**config.mk**
```make
export PLATFORM = sky130hd
export DESIGN_NAME = morse_key_decoder
export DESIGN_NICKNAME = d
export VERILOG_FILES = /design/src/rtl/morse_key_decoder.sv
export SDC_FILE = /design/constraint.sdc
export NUM_CORES = 1
export LEC_CHECK = 0
export ABC_CLOCK_PERIOD_IN_PS = 2750
export CAP_MARGIN = 20
export CORE_MARGIN = 2
export CORE_UTILIZATION = 50
export DETAILED_ROUTE_END_ITERATION = 8
export PLACE_DENSITY = 0.69
export SYNTH_ARGS = -nofsm -noshare
export SYNTH_HDL_FRONTEND = slang
export SYNTH_SLANG_ARGS = --single-unit
```
**constraint.sdc**
```tcl
create_clock -name i_Clk -period 2.75 [get_ports i_Clk]
set_input_delay 0.55 -clock i_Clk [delete_from_list [all_inputs] [get_ports i_Clk]]
set_output_delay 0.55 -clock i_Clk [all_outputs]
set_load 0.05 [all_outputs]
```
**src/rtl/morse_key_decoder.sv**
```systemverilog
// Hand-keyed Morse receiver: times marks and spaces on a synchronized key line,
// assembles dot/dash patterns and emits lowercase ASCII letters, digits and word spaces.
module morse_key_decoder #(
  parameter int CLKS_PER_UNIT = 2500000
) (
  input  logic       i_Clk,
  input  logic       i_Rst_n,
  input  logic       i_Key,
  output logic [7:0] o_ASCII,
  output logic       o_Valid,
  output logic       o_Error,
  output logic [4:0] o_Morse_Pattern,
  output logic [2:0] o_Morse_Length,
  output logic       o_Busy
);

  localparam int DASH_CLKS = 2 * CLKS_PER_UNIT;
  localparam int CHAR_CLKS = 2 * CLKS_PER_UNIT;
  localparam int WORD_CLKS = 5 * CLKS_PER_UNIT;
  localparam int CW        = $clog2(WORD_CLKS + 1);

  localparam logic [CW-1:0] DASH_C = CW'(DASH_CLKS);
  localparam logic [CW-1:0] CHAR_C = CW'(CHAR_CLKS);
  localparam logic [CW-1:0] WORD_C = CW'(WORD_CLKS);

  typedef enum logic [1:0] {IDLE, MARK, SPACE, WORD_WAIT} state_t;

  state_t        state;
  logic          key_meta;
  logic          key_s;
  logic          key_prev;
  logic [CW-1:0] cnt;
  logic [4:0]    pattern;
  logic [2:0]    length;
  logic          overflow;
  logic [7:0]    decoded;

  function automatic logic [7:0] decode(input logic [2:0] len, input logic [4:0] pat);
    logic [7:0] d;
    d = 8'h00;
    case ({len, pat})
      {3'd2, 5'b01000}: d = 8'h61;  // a
      {3'd4, 5'b10000}: d = 8'h62;
      {3'd4, 5'b10100}: d = 8'h63;
      {3'd3, 5'b10000}: d = 8'h64;
      {3'd1, 5'b00000}: d = 8'h65;
      {3'd4, 5'b00100}: d = 8'h66;
      {3'd3, 5'b11000}: d = 8'h67;
      {3'd4, 5'b00000}: d = 8'h68;
      {3'd2, 5'b00000}: d = 8'h69;
      {3'd4, 5'b01110}: d = 8'h6a;
      {3'd3, 5'b10100}: d = 8'h6b;
      {3'd4, 5'b01000}: d = 8'h6c;
      {3'd2, 5'b11000}: d = 8'h6d;
      {3'd2, 5'b10000}: d = 8'h6e;
      {3'd3, 5'b11100}: d = 8'h6f;
      {3'd4, 5'b01100}: d = 8'h70;
      {3'd4, 5'b11010}: d = 8'h71;
      {3'd3, 5'b01000}: d = 8'h72;
      {3'd3, 5'b00000}: d = 8'h73;
      {3'd1, 5'b10000}: d = 8'h74;
      {3'd3, 5'b00100}: d = 8'h75;
      {3'd4, 5'b00010}: d = 8'h76;
      {3'd3, 5'b01100}: d = 8'h77;
      {3'd4, 5'b10010}: d = 8'h78;
      {3'd4, 5'b10110}: d = 8'h79;
      {3'd4, 5'b11000}: d = 8'h7a;
      {3'd5, 5'b11111}: d = 8'h30;  // 0
      {3'd5, 5'b01111}: d = 8'h31;
      {3'd5, 5'b00111}: d = 8'h32;
      {3'd5, 5'b00011}: d = 8'h33;
      {3'd5, 5'b00001}: d = 8'h34;
      {3'd5, 5'b00000}: d = 8'h35;
      {3'd5, 5'b10000}: d = 8'h36;
      {3'd5, 5'b11000}: d = 8'h37;
      {3'd5, 5'b11100}: d = 8'h38;
      {3'd5, 5'b11110}: d = 8'h39;
      default:          d = 8'h00;
    endcase
    return d;
  endfunction

  assign decoded = decode(length, pattern);

  // cnt = clocks key_s has held its current level, as of the previous sample
  always_ff @(posedge i_Clk or negedge i_Rst_n) begin
    if (!i_Rst_n) begin
      key_meta <= 1'b0;
      key_s    <= 1'b0;
      key_prev <= 1'b0;
      cnt      <= '0;
    end else begin
      key_meta <= i_Key;
      key_s    <= key_meta;
      key_prev <= key_s;
      if (key_s != key_prev) cnt <= CW'(1);
      else if (cnt != WORD_C) cnt <= cnt + 1'b1;
    end
  end

  always_ff @(posedge i_Clk or negedge i_Rst_n) begin
    if (!i_Rst_n) begin
      state           <= IDLE;
      pattern         <= '0;
      length          <= '0;
      overflow        <= 1'b0;
      o_ASCII         <= '0;
      o_Valid         <= 1'b0;
      o_Error         <= 1'b0;
      o_Morse_Pattern <= '0;
      o_Morse_Length  <= '0;
      o_Busy          <= 1'b0;
    end else begin
      o_Valid <= 1'b0;
      o_Error <= 1'b0;
      case (state)
        IDLE: begin
          if (key_s) begin
            state  <= MARK;
            o_Busy <= 1'b1;
          end
        end
        MARK: begin
          if (!key_s) begin
            if (length == 3'd5) begin
              overflow <= 1'b1;
            end else begin
              pattern[3'd4 - length] <= (cnt >= DASH_C);
              length                 <= length + 3'd1;
            end
            state <= SPACE;
          end
        end
        SPACE: begin
          // A gap that just reached the threshold ends the character even if the key rises now
          if (cnt == CHAR_C) begin
            if (overflow || decoded == 8'h00) begin
              o_Error <= 1'b1;
            end else begin
              o_Valid         <= 1'b1;
              o_ASCII         <= decoded;
              o_Morse_Pattern <= pattern;
              o_Morse_Length  <= length;
            end
            pattern  <= '0;
            length   <= '0;
            overflow <= 1'b0;
            state    <= key_s ? MARK : WORD_WAIT;
          end else if (key_s) begin
            state <= MARK;
          end
        end
        WORD_WAIT: begin
          if (cnt >= WORD_C) begin
            o_Valid         <= 1'b1;
            o_ASCII         <= 8'h20;
            o_Morse_Pattern <= '0;
            o_Morse_Length  <= '0;
            state           <= key_s ? MARK : IDLE;
            o_Busy          <= key_s;
          end else if (key_s) begin
            state <= MARK;
          end
        end
        default: begin
          state  <= IDLE;
          o_Busy <= 1'b0;
        end
      endcase
    end
  end

endmodule

```
==> flow_metrics.env, run 1 <==
export IMPL_outcome="completed"
export IMPL_clock_sinks=56
export IMPL_cts_buffer_depth=2
export IMPL_placed_cell_area_sq_um=3920
export IMPL_final_min_clock_period_ns=2.54
export IMPL_cts_buffers=5
export IMPL_r2r_end="o_ASCII[1]$_DFFE_PN0P_"
export IMPL_grt_usage_pct=21.9
export IMPL_cts_hold_buffers=0
export IMPL_r2r_cells=7
export IMPL_cp_max_fo=17
export IMPL_p_leak_nw=1.67
export IMPL_finalNetCount=442
export IMPL_yosys_most_used_dff="dfrtp_1"
export IMPL_crit_required_ns=2.95
export IMPL_fin_setup_tns_ns=0
export IMPL_relSlewSlack_pct=44.8
export IMPL_dpl_cell_count=523
export IMPL_avgRoutedWirePerCell_microns=15.4
export IMPL_clk_pin_slew_worst_paths_ns=0.11
export IMPL_seqPwrFrac_pct=41.7
export IMPL_synth_seq_area_share_pct=39.5
export IMPL_synth_xor_area_share_pct=5.19
export IMPL_intPower_mw=1.43
export IMPL_pwr_share_clk_pct=23.8
export IMPL_grt_first_pass_wirelength_microns=13500
export IMPL_path_class="register to register"
export IMPL_drcViolationCount=0
export IMPL_drt_iter0_markers=169
export IMPL_cp_end_kind="register"
export IMPL_p_per_area_nw_per_um2=562
export IMPL_skew_ns=0.0136
export IMPL_setup_viol=0
export IMPL_netlist_area_sq_um=3540
export IMPL_synth_nets=416
export IMPL_fp_row_count=30
export IMPL_synth_top_family_by_area="simple AND/OR/NAND/NOR gates"
export IMPL_post_dp_hpwl_microns=6010
export IMPL_synth_cells=408
export IMPL_p_total_mw=2.26
export IMPL_grt_pass1_vias=2683
export IMPL_r2r_start="pattern[4]$_DFFE_PN0P_"
export IMPL_post_cts_setup_buffers=0
export IMPL_arrival_ns=2.74
export IMPL_ant_nets=0
export IMPL_insertion_delay_ns=0.31
export IMPL_switching_share_pct=36.9
export IMPL_avgSynthCellArea_sq_um=8.69
export IMPL_antenna_found_initial=0
export IMPL_synth_compound_area_share_pct=15.3
export IMPL_final_period_utilization_pct=92.5
export IMPL_ctsRootBufferMaster="clkbuf_8"
export IMPL_grt_overflow_total=0
export IMPL_drt_pass1_iter_count=5
export IMPL_worst_pin_slew_ns=0.828
export IMPL_die_y_microns=88.2
export IMPL_cp_start_kind="register"
export IMPL_fp_dieW_microns=88.2
export IMPL_maxSlewViolCount=0
export IMPL_grt_max_degree=39
export IMPL_totalWireLength_microns=8160
export IMPL_finalHoldViolCount=0
export IMPL_p_comb_share_pct=34.6
export IMPL_io_pins=22
export IMPL_cts_max_level=2
export IMPL_num_vias=3113
export IMPL_synthToLayoutAreaGrowth_pct=13.6
export IMPL_async_flop_share_pct=100
export IMPL_final_area_sq_um=4030
export IMPL_hp_class="input pin to asynchronous set/reset pin"
export IMPL_start_util_pct=51.9
export IMPL_cts_tree="built"
export IMPL_grt_setup_unrepaired="false"
export IMPL_final_cells=531
export IMPL_synthAdderAreaFrac_pct=1.76
export IMPL_yosys_area_share_simple_pct=28.4
export IMPL_r2r_setup_slack_ns=0.21
export IMPL_peakVddDrop_mv=0.435
export IMPL_p_switching_mw=0.835
export IMPL_num_antenna_cells=0
export IMPL_yosys_warnings=0
export IMPL_viasPerCell=5.86
export IMPL_core_area_sq_um=6830
export IMPL_synth_edf_count=0
export IMPL_ys_ff_latch=56
export IMPL_drive_above_1_share_pct=11.3
export IMPL_fmax_ghz=0.393
export IMPL_max_cap_viol_count=0
export IMPL_die_area_sq_um=7780
export IMPL_hold_worst_slack_ns=0.318
export IMPL_portBuffers=20
export IMPL_cts_resized=0
export IMPL_synthMuxAreaShare_pct=4.55
export IMPL_ys_types=66
export IMPL_place_congestion=0.943
==> routing by layer <==
layer / up-vias / part of all wire, % / GRT usage (%) / routed length (microns)
li1: 1511 / - / - / -
met1: 1497 / 53 / 35.9 / 4340
met2: 96 / 41 / 30.3 / 3370
met3: 9 / 5.0 / 4.34 / 405
met4: 0 / 0.60 / 2.89 / 49
met5: - / 0 / 0 / 0
==> synthesized netlist by cell type, types with 2 or more instances <==
master     instances  share of area [%]
ha_1               5                1.8
nor4_1             7                1.2
a41oi_1            3               0.74
dfrtp_1           56                 40
xnor2_1            6                1.5
a32oi_1            2               0.49
and2b_1            3               0.64
o21ai_0           21                3.0
nor3_1            14                2.0
nand2b_1           3               0.53
clkbuf_1           8               0.85
and2_1             8                1.4
nand4_1           12                2.1
or3_1              5               0.88
and3_1             5               0.88
a211o_1            2               0.49
buf_2             14                2.0
mux2_4             2               0.85
nor2_2             2               0.35
nand2_1           51                5.4
mux2i_1           12                3.4
inv_1             11                1.2
o21bai_1           3               0.64
o21ai_1            2               0.28
nor2_1            39                4.1
nand4b_1           2               0.49
nand3_1           15                2.1
and4_1             3               0.74
a31oi_1            6                1.1
nand3b_1           2               0.42
o22ai_1            5               0.88
o31ai_1            2               0.42
a21oi_1           15                2.1
or2_2              3               0.53
buf_4              2               0.42
xor2_1            15                3.7
a2bb2oi_1          2               0.49
o211ai_1           5                1.1
nor2b_1            8                1.4
==> logic make-up after synthesis <==
logic type / after synthesis
buf+inv: 37
xor+xnor: 21
mux: 15
simple gates: 193
compound gates: 80
other cells: 1
flops: 56
fa+ha+maj: 5
==> worst max-delay path: stages, from the launching register on <==
cell and delay (ns):
dfrtp_1 0.67, mux2_2 0.39, nor4_1 0.20, a31oi_1 0.10
and2_1 0.24, a311oi_4 0.34, buf_12 0.20, mux2_4 0.30
==> cell usage in the layout (no fill, tap or decap), types with 11 or more instances in the layout <==
| cell type | n |
|---|---|
| nand3_1 | 15 |
| a21oi_1 | 15 |
| mux2i_1 | 12 |
| dfrtp_1 | 56 |
| inv_1 | 11 |
| nand4_1 | 12 |
| nor3_1 | 14 |
| nand2_1 | 51 |
| xor2_1 | 15 |
| o21ai_0 | 21 |
| nor2_1 | 39 |
| buf_4 | 24 |
| clkdlybuf4s50_1 | 19 |
==> stage by stage <==
stage | setup WS, ns | utilization (%)
2_1_floorplan | 0.563 | -
3_3_place_gp | 0.259 | 57.4
5_1_grt | 0.0517 | 58.9
6_report | 0.206 | 58.9
4_1_cts | 0.222 | 58.9
3_5_place_dp | 0.245 | 57.4
==> sequential cells by signal, indices dropped and copies added, names as in the netlist, 2 cells and up <==
| name | flops |
|---|---|
| cnt | 24 |
| length | 3 |
| o_Morse_Pattern | 5 |
| o_Morse_Length | 3 |
| pattern | 5 |
| state | 2 |
| o_ASCII | 7 |
==> worst max-delay path by stage <==
| stage | from | to | slack, ns | cells after the start |
|---|---|---|---|---|
| global placement | length[1]$_DFFE_PN0P_ | o_ASCII[1]$_DFFE_PN0P_ | 0.26 | 7 |
| finish | pattern[4]$_DFFE_PN0P_ | o_ASCII[1]$_DFFE_PN0P_ | 0.21 | 7 |
| global route | pattern[4]$_DFFE_PN0P_ | o_ASCII[0]$_DFFE_PN0P_ | 0.05 | 7 |
| CTS | pattern[4]$_DFFE_PN0P_ | o_ASCII[1]$_DFFE_PN0P_ | 0.22 | 7 |
| floorplan | length[0]$_DFFE_PN0P_ | o_ASCII[0]$_DFFE_PN0P_ | 0.56 | 7 |
| detailed placement | pattern[4]$_DFFE_PN0P_ | o_ASCII[1]$_DFFE_PN0P_ | 0.24 | 7 |
==> power by group through the flow <==
| stage | combinational (mW) | clock [mW] | sequential [mW] |
|---|---|---|---|
| 2_1_floorplan | 0.601 | 0 | 0.904 |
| 3_3_place_gp | 0.771 | 0 | 0.957 |
| 3_5_place_dp | 0.769 | 0 | 0.954 |
| 4_1_cts | 0.770 | 0.541 | 0.938 |
| 5_1_grt | 0.869 | 0.585 | 0.950 |
| 6_report | 0.782 | 0.538 | 0.942 |
==> area by class of cell <==
class,count,area [sq um]
fillers,619,2810
repair buffers,45,395
well taps,96,120
inverters,11,41.3
clock buffers,6,72.6
clock inverters,2,35.0
flip-flops and latches,56,1400
multi-input cells,315,1960
No activity file was read; power rests on OpenSTA's default activity.
==> run 2: changes to the inputs <==
- MAX_ROUTING_LAYER: default -> met4
==> run 2 against run 1 <==
Effect of this change: register-to-register slack better by 0.05 ns; non-clock buffer count shrank 1; fmax increased by 2.0%; combinational power up 2%; hold slack got worse by 0.089 ns; total power is 1.4% higher; utilization about the same; cell count fell by 0.19%; design area is essentially flat; routed wire length grew 1.7%; via count decreased by 1.1%; largest cell class unchanged.
==> flow_metrics.env, run 2 (synthesis results as in run 1) <==
export IMPL_outcome="completed"
export IMPL_finalNetCount=441
export IMPL_num_antenna_cells=0
export IMPL_grt_first_pass_wirelength_microns=14000
export IMPL_portBuffers=20
export IMPL_relSlewSlack_pct=56.0
export IMPL_crit_chain="buf_4, inv_1, a311oi_1, nor3_1, o21ai_1, a311oi_4, buf_12, or3_1"
export IMPL_skew_ns=0.00884
export IMPL_core_area_sq_um=6830
export IMPL_antenna_found_initial=0
export IMPL_final_common_cell="dfrtp_1"
export IMPL_clk_pin_slew_worst_paths_ns=0.10
export IMPL_die_area_sq_um=7780
export IMPL_crit_path_start="length[1]$_DFFE_PN0P_"
export IMPL_insertion_delay_ns=0.31
export IMPL_fmax_ghz=0.401
export IMPL_drt_pass1_iter_count=5
export IMPL_r2r_cells=8
export IMPL_avgRoutedWirePerCell_microns=15.7
export IMPL_cp_slowest_stage_delay_ns=0.59
export IMPL_worst_pin_slew_ns=0.654
export IMPL_layout_common_cells="55 x dfrtp_1, 51 x nand2_1, 39 x nor2_1, 23 x buf_4, 21 x o21ai_0"
export IMPL_crit_required_ns=2.95
export IMPL_path_depth=8
export IMPL_ctsRootBufferMaster="clkbuf_8"
export IMPL_peakVddDrop_mv=0.394
export IMPL_drive_above_1_share_pct=11.5
export IMPL_path_class="register to register"
export IMPL_arrival_ns=2.70
export IMPL_finalHoldViolCount=0
export IMPL_cp_slowest_cell="dfrtp_1"
export IMPL_grt_max_degree=27
export IMPL_cts_buffer_depth=2
export IMPL_final_period_utilization_pct=90.7
export IMPL_path_buf_inv=3
export IMPL_ant_nets=0
export IMPL_max_cap_viol_count=0
export IMPL_hp_class="input pin to asynchronous set/reset pin"
export IMPL_drt_iter0_markers=261
export IMPL_cp_max_fo=16
export IMPL_num_vias=3079
export IMPL_final_min_clock_period_ns=2.49
export IMPL_crit_family="compound AO/OA/AOI/OAI gates"
export IMPL_io_pins=22
export IMPL_cts_max_level=2
export IMPL_cts_buffers=5
export IMPL_grt_setup_unrepaired="false"
export IMPL_drcViolationCount=0
export IMPL_viasPerCell=5.81
export IMPL_grt_usage_pct=23.4
export IMPL_fin_setup_tns_ns=0
export IMPL_clock_sinks=56
export IMPL_grt_overflow_total=0
export IMPL_p_per_area_nw_per_um2=569
export IMPL_r2r_end="o_ASCII[5]$_DFFE_PN0P_"
export IMPL_cp_start_kind="register"
export IMPL_p_leak_nw=1.66
export IMPL_fp_dieW_microns=88.2
export IMPL_largest_register_ffs=24
export IMPL_synthToLayoutAreaGrowth_pct=13.7
export IMPL_place_congestion=0.974
export IMPL_setup_viol=0
export IMPL_die_y_microns=88.2
export IMPL_cp_end_kind="register"
export IMPL_reg_largest_list="cnt x24, o_ASCII x7"
export IMPL_totalWireLength_microns=8300
export IMPL_fp_row_count=30
export IMPL_cp_endpoint="o_ASCII[5]$_DFFE_PN0P_"
export IMPL_r2r_setup_slack_ns=0.26
export IMPL_post_dp_hpwl_microns=6120
export IMPL_p_total_mw=2.29
export IMPL_grt_pass1_vias=2850
export IMPL_largest_register="cnt"
export IMPL_maxSlewViolCount=0
export IMPL_start_util_pct=51.9
export IMPL_cts_tree="built"
export IMPL_r2r_start="length[1]$_DFFE_PN0P_"
## run 2: changes by cell type in the layout (fill, tap and decap cells not counted)
| cell | before | now |
|---|---|---|
| dfrtp_1 | 56 | 55 |
| nor3_2 | 1 | 2 |
| nor3_1 | 14 | 13 |
| clkinv_2 | 1 | 0 |
| buf_4 | 24 | 23 |
| dfrtp_2 | 0 | 1 |
| inv_6 | 0 | 1 |
## run 2: per-layer routing
metal  track usage (%)  up-vias  wire [microns]
met5                 -        -               0
met2              32.3      117            3520
li1                  -     1505               -
met3              2.54        7             544
met4              4.82        0              65
met1              36.6     1450            4170
## run 2: area by class of cell
class                           instances  area, sq um
Inverter                               11         41.3
Timing Repair Buffer                   44          388
Tap cell                               96          120
Sequential cell                        56         1400
Multi-Input combinational cell        315         1970
Clock buffer                            6         72.6
Clock inverter                          2         38.8
Fill cell                             623         2800
## run 2: through the flow
step / util [%] / instance area (sq um) / hold WS (ns) / instances / setup WS [ns]
2_1_floorplan: - / 3540 / 0.254 / 408 / 0.563
3_3_place_gp: 57.3 / 3910 / 0.340 / 522 / 0.200
3_5_place_dp: 57.3 / 3910 / 0.344 / 522 / 0.188
4_1_cts: 58.9 / 4020 / 0.249 / 530 / 0.175
5_1_grt: 59.0 / 4030 / 0.272 / 530 / 0.0299
6_report: 59.0 / 4030 / 0.229 / 530 / 0.256
## run 2: how the worst min path moves through the flow
stage | startpoint | end | slack (ns) | depth (start not counted)
final | i_Rst_n | cnt[6]$_DFFE_PN0P_ | 0.23 | 1
after global routing | i_Rst_n | cnt[4]$_DFFE_PN0P_ | 0.27 | 1
after CTS | i_Rst_n | cnt[6]$_DFFE_PN0P_ | 0.25 | 1
after detailed placement | key_meta$_DFF_PN0_ | key_s$_DFF_PN0_ | 0.34 | 0
after global placement | key_meta$_DFF_PN0_ | key_s$_DFF_PN0_ | 0.34 | 0
after floorplan | i_Rst_n | cnt[0]$_DFFE_PN0P_ | 0.25 | 0
## run 2: repair_timing
item | in CTS | in global routing
hold endpoints to repair | 0 | 0
hold buffers | 0 | 0
setup buffers | 0 | 0
endpoints found under the setup margin | 0 | 2
gates resized for setup | 0 | 2
## run 2: power breakdown
part | switching [mW] | internal (mW)
clock | 0.275 | 0.276
combinational | 0.488 | 0.311
sequential | 0.0864 | 0.857
